$ cat config.mk
export PLATFORM = sky130hd
export DESIGN_NAME = pq_op_scheduler
export DESIGN_NICKNAME = d
export VERILOG_FILES = /design/src/rtl/pq_op_scheduler.sv
export SDC_FILE = /design/constraint.sdc
export NUM_CORES = 1
export LEC_CHECK = 0
export CORE_ASPECT_RATIO = 0.9
export CORE_MARGIN = 2
export CORE_UTILIZATION = 35
export DETAILED_ROUTE_END_ITERATION = 10
export GPL_ROUTABILITY_DRIVEN = 0
export PLACE_DENSITY = 0.78
export RECOVER_POWER = 25
export SLEW_MARGIN = 20
export SYNTH_ARGS = -nofsm -noshare
export SYNTH_HDL_FRONTEND = slang
export SYNTH_SLANG_ARGS = --single-unit
$ cat constraint.sdc
create_clock -name i_CLK -period 3.6 [get_ports i_CLK]
set_input_delay 1.08 -clock i_CLK [delete_from_list [all_inputs] [get_ports i_CLK]]
set_output_delay 1.08 -clock i_CLK [all_outputs]
set_load 0.005 [all_outputs]
$ cat src/rtl/pq_op_scheduler.sv
// Round-robin front end that serialises NUM_REQ requesters onto one systolic priority queue,
// issuing one single-cycle queue op at a time and pacing issue by the queue's settle time.
module pq_op_scheduler #(
  parameter int unsigned NUM_REQ    = 4,
  parameter int unsigned DATA_WIDTH = 16,
  parameter int unsigned ENQ_SETTLE = 2,
  parameter int unsigned DEQ_SETTLE = 3
) (
  input  logic                          i_CLK,
  input  logic                          i_RST,
  input  logic [NUM_REQ-1:0]            i_req_valid,
  input  logic [2*NUM_REQ-1:0]          i_req_op,
  input  logic [DATA_WIDTH*NUM_REQ-1:0] i_req_data,
  output logic [NUM_REQ-1:0]            o_req_ready,
  output logic                          o_rsp_valid,
  output logic [$clog2(NUM_REQ)-1:0]    o_rsp_id,
  output logic [DATA_WIDTH-1:0]         o_rsp_data,
  output logic [1:0]                    o_rsp_status,
  output logic                          o_q_wrt,
  output logic                          o_q_read,
  output logic [DATA_WIDTH-1:0]         o_q_data,
  input  logic                          i_q_full,
  input  logic                          i_q_empty,
  input  logic [DATA_WIDTH-1:0]         i_q_data
);

  localparam int unsigned IdW = $clog2(NUM_REQ);

  localparam logic [1:0] OpEnq  = 2'b00;
  localparam logic [1:0] OpDeq  = 2'b01;
  localparam logic [1:0] OpRepl = 2'b10;
  localparam logic [1:0] OpPeek = 2'b11;

  localparam logic [1:0] StatOk       = 2'b00;
  localparam logic [1:0] StatRejFull  = 2'b01;
  localparam logic [1:0] StatRejEmpty = 2'b10;

  typedef enum logic [1:0] {StIdle, StIssue, StSettle, StResp} state_e;

  state_e                state_q, state_d;
  logic [IdW-1:0]        rr_q, id_q, gnt_idx;
  logic                  gnt_found;
  logic [1:0]            op_q, status_q;
  logic [DATA_WIDTH-1:0] data_q, rsp_data_q, q_data_q;
  logic                  wrt_q, read_q;
  logic [7:0]            cnt_q;
  logic                  iss_wrt, iss_read;
  logic [1:0]            iss_status;
  logic [7:0]            iss_settle;

  // First valid requester at or after rr_q, searching cyclically.
  always_comb begin
    logic [IdW-1:0] cand;
    gnt_found = 1'b0;
    gnt_idx   = '0;
    cand      = '0;
    for (int unsigned i = 0; i < NUM_REQ; i++) begin
      cand = IdW'((32'(rr_q) + i) % NUM_REQ);
      if (!gnt_found && i_req_valid[cand]) begin
        gnt_found = 1'b1;
        gnt_idx   = cand;
      end
    end
  end

  always_comb begin
    iss_wrt    = 1'b0;
    iss_read   = 1'b0;
    iss_status = StatOk;
    iss_settle = '0;
    unique case (op_q)
      OpEnq: begin
        if (!i_q_full) begin
          iss_wrt    = 1'b1;
          iss_settle = 8'(ENQ_SETTLE);
        end else begin
          iss_status = StatRejFull;
        end
      end
      OpDeq: begin
        if (!i_q_empty) begin
          iss_read   = 1'b1;
          iss_settle = 8'(DEQ_SETTLE);
        end else begin
          iss_status = StatRejEmpty;
        end
      end
      OpRepl: begin
        if (!i_q_empty) begin
          iss_wrt    = 1'b1;
          iss_read   = 1'b1;
          iss_settle = 8'(ENQ_SETTLE);
        end else begin
          iss_status = StatRejEmpty;
        end
      end
      OpPeek: begin
        if (i_q_empty) iss_status = StatRejEmpty;
      end
    endcase
  end

  always_ff @(posedge i_CLK) begin
    if (i_RST) state_q <= StIdle;
    else       state_q <= state_d;
  end

  // Strobe-less ops pass through SETTLE with a zero count, so every response lands at
  // grant + 3 + settle.
  always_comb begin
    state_d = state_q;
    unique case (state_q)
      StIdle:   if (gnt_found) state_d = StIssue;
      StIssue:  state_d = StSettle;
      StSettle: if (cnt_q == 8'd0) state_d = StResp;
      StResp:   state_d = StIdle;
    endcase
  end

  always_comb begin
    o_req_ready = '0;
    if (state_q == StIdle && gnt_found) o_req_ready[gnt_idx] = 1'b1;
    o_rsp_valid = (state_q == StResp);
  end

  always_ff @(posedge i_CLK) begin
    if (i_RST) begin
      rr_q       <= '0;
      id_q       <= '0;
      op_q       <= OpEnq;
      data_q     <= '0;
      rsp_data_q <= '0;
      status_q   <= StatOk;
      q_data_q   <= '0;
      wrt_q      <= 1'b0;
      read_q     <= 1'b0;
      cnt_q      <= '0;
    end else begin
      wrt_q  <= (state_q == StIssue) && iss_wrt;
      read_q <= (state_q == StIssue) && iss_read;
      if (state_q == StIdle && gnt_found) begin
        op_q   <= i_req_op[32'(gnt_idx)*2 +: 2];
        data_q <= i_req_data[32'(gnt_idx)*DATA_WIDTH +: DATA_WIDTH];
        id_q   <= gnt_idx;
        rr_q   <= IdW'((32'(gnt_idx) + 32'd1) % NUM_REQ);
      end
      if (state_q == StIssue) begin
        rsp_data_q <= i_q_data;
        status_q   <= iss_status;
        cnt_q      <= iss_settle;
        if (iss_wrt) q_data_q <= data_q;
      end
      if (state_q == StSettle && cnt_q != 8'd0) cnt_q <= cnt_q - 8'd1;
    end
  end

  assign o_rsp_id     = id_q;
  assign o_rsp_data   = rsp_data_q;
  assign o_rsp_status = status_q;
  assign o_q_wrt      = wrt_q;
  assign o_q_read     = read_q;
  assign o_q_data     = q_data_q;

endmodule
==> run summary <==
post-synthesis cell count - 361
GRT Overall Usage - 20.0%
IO Count - 139
clock sinks - 68
largest net degree at the start of global routing - 28
Hold Fails Final Rpt - 0
initial antenna violation count - 0
startpoint class of the critical path - input pin
first-pass GRT wire length - 16.8 mm
synthesized area per cell - 9.51 um2
Cell Area, Synth - 3430 um2
Setup crit end kind - flop
clock share of power - 21.3%
area of the multi-input gates - 1910 um2
WP buf/inv - 17
met3 wire length - 623 um
Tot Pwr - 3540 uW
register area - 1360 um2
number of global-route vias before repair - 3414
Synth cell types - 46
Nets - 632
initial core utilization - 35.7%
Slew HR - 11.9%
Worst R2R Path Depth - 20
CP cell instances - clkbuf_2, buf_6, mux2i_1, nor2_1, nor3_2, nand2_1, buf_6, buf_4, buf_4, buf_4, buf_4, buf_4, buf_4, buf_4, buf_4, buf_4, buf_4, buf_4, buf_4, buf_4, buf_4, a21oi_2
WP data arrival - 3.84 ns
Final WS setup - 0.0356 ns
run status - finished clean
CTS tree - built
Placed Area - 5030 um2
Sw Ratio - 35.0%
quantity of I/O buffers inserted on ports - 138
routed len/inst - 16.3 um
fraction of layout cells with a size suffix above 1 - 16.8%
Post-synth EDFFs - 0
H-tree levels - 3
clock root buffer - clkbuf_8
Worst-Margin Slew - 1.32 ns
fraction of registers with async set/reset - 0%
power share of the combinational group - 47.2%
Critical Path RT - 3.87 ns
Num CTS Buffers - 9
period utilization - 99.0%
hold crit path type - flop to flop
CP Class - input pin to flop
most frequent cell after synthesis - dfxtp_1
initial drt markers - 114
Tmin final - 3.56 ns
row count - 34
core footprint - 9610 um2
sequential share of power - 31.5%
Levels on crit path - 22
final core occ - 55.9%
area leader, netlist - dfxtp_1
DR pass1 iterations - 4
CP max FO - 3
ANT cells - 0
fmax - 281 MHz
register area share after synthesis - 39.7%
P_int - 2300 uW
via/cell ratio - 5.18
P per Cell Area - 658 nW/um2
max-cap violations - 0
#FFs+latches synth - 68
M1 WL - 4.53 mm
DR vias - 3400
slowest CP cell - nor3_2
crit-path max cell delay - 0.25 ns
worst skew pair latency - 0.33 ns
worst hold slack - 0.467 ns
Syn-to-layout area delta - 56.6%
area share of the largest cell type after synthesis - 39.7%
Die Y - 97.9 um
Critical Path Most Common Cell - buf_4
P_leak - 0.00221 uW
Final Max Tran Viols - 0
filler instances - 889
die width - 108 um
yosys warns - 0
grt ovf - 0
Synth Flop Type - dfxtp_1
CP top delay family - buffers and inverters
Met2 Wirelength - 5.36 mm
Design Area, Final - 5370 um2
Setup WS pre-CTS - -0.349 ns
drt drc - 0
Post-Route Skew - 0.00758 ns
top sig layer - met4
clk slew on worst S/H paths - 0.08 ns
DP HPWL - 7.41 mm
Mapped Nets - 467
# setup viols final - 0
DIE AREA - 10600 um2
maximum VDD drop - 0.498 mV
final wirelength - 10.7 mm
post-route ant nets - 0
hold-critical path depth - 2
Post-synth top cells - 68 x dfxtp_1, 44 x nor2_1, 34 x mux2i_1, 30 x a21oi_1, 24 x o21ai_0
largest cells by area after synthesis - dfxtp_1 40%, mux2i_1 9.9%, mux2_4 7.0%, a221o_1 5.5%, nor2_1 4.8%
switching power - 1240 uW
CTS max path bufs - 2
-- routing by layer --
layer	vias to the layer above	global-route usage (%)
li1	1631	-
met1	1635	24.1
met2	116	35.0
met3	18	4.07
met4	0	7.00
met5	-	0
-- final cells by class --
type / instances / share of cell area [%]
clock buffer: 9 / 2.31
clock inverter: 6 / 2.12
inverter: 12 / 0.838
multi-input combinational: 256 / 35.6
sequential: 68 / 25.3
tap: 126 / 2.93
timing repair buffer: 179 / 30.9
-- final timing paths --
kind,from,endpoint,slack [ns]
setup / recovery,i_req_valid[2],o_rsp_id[0]$_SDFFE_PP0P_,0.04
hold / removal,o_rsp_id[1]$_SDFFE_PP0P_,o_rsp_id[1]$_SDFFE_PP0P_,0.47
setup reg to reg,rr_q[1]$_SDFFE_PP0P_,o_rsp_id[0]$_SDFFE_PP0P_,0.45
hold reg to reg,o_rsp_id[1]$_SDFFE_PP0P_,o_rsp_id[1]$_SDFFE_PP0P_,0.47
-- stage by stage --
stage / std cells / setup TNS, ns
floorplan: 361 / 0
global placement: 624 / -1.18
detailed placement: 624 / -1.30
CTS: 655 / 0
global route: 656 / -0.00937
finish: 656 / 0
-- cell usage in the layout, fill, tap and decap left out, drive strengths merged, types with 2 or more instances in the layout --
cell / count
ha: 10
bufinv: 3
o21ai: 24
a21oi: 30
nor2b: 6
nand2: 9
o21a: 2
o21ba: 2
clkdlybuf4s50: 129
mux2i: 34
inv: 12
clkbuf: 15
nor2: 46
dfxtp: 68
clkinvlp: 2
nand2b: 3
or4: 2
buf: 40
nor3: 7
a211oi: 7
mux2: 18
nand3: 19
a221o: 19
dlygate4sd2: 4
o41ai: 2
-- power groups by stage --
stage / clock [uW] / sequential (uW) / combinational, uW
floorplan: 0 / 1100 / 991
global placement: 0 / 1110 / 1510
detailed placement: 0 / 1130 / 1560
CTS: 769 / 1110 / 1650
global route: 812 / 1140 / 1820
finish: 755 / 1110 / 1670
-- kinds of logic (layout without fill, tap and decap cells) --
family	count (synthesis)	after routing	share of synthesized area, %
AOI/OAI and AO/OA	94	94	20.0
xor gates and xnor gates	1	1	0.255
adders and majority gates	10	10	3.65
buffers and inverters	37	206	4.88
DFF	68	68	39.7
muxes	52	52	17.6
and+or+nand+nor	99	99	14.0
-- flip-flops by register name, summed over array words and instances (netlist names), 2 cells and up --
register	flops
data_q	16
o_q_data	16
o_rsp_data	16
cnt_q	8
o_rsp_id	2
o_rsp_status	2
op_q	2
rr_q	2
state_q	2
-- repair_timing --
| action | in CTS | in global routing |
|---|---|---|
| pin swaps | 3 | 3 |
| buffers inserted | 16 | 2 |
| gates resized for setup | 11 | 10 |
| setup endpoints to repair | 4 | 3 |
| hold buffers | 0 | 0 |
-- worst reg2reg max path: cells and delay by family (launching register included) --
family          cells  cell delay, ns
compound gates      1            0.09
flops               1            0.46
simple gates        3            0.47
buf+inv            15            1.86
mux                 1            0.22
(Power assumes the default switching activity.)
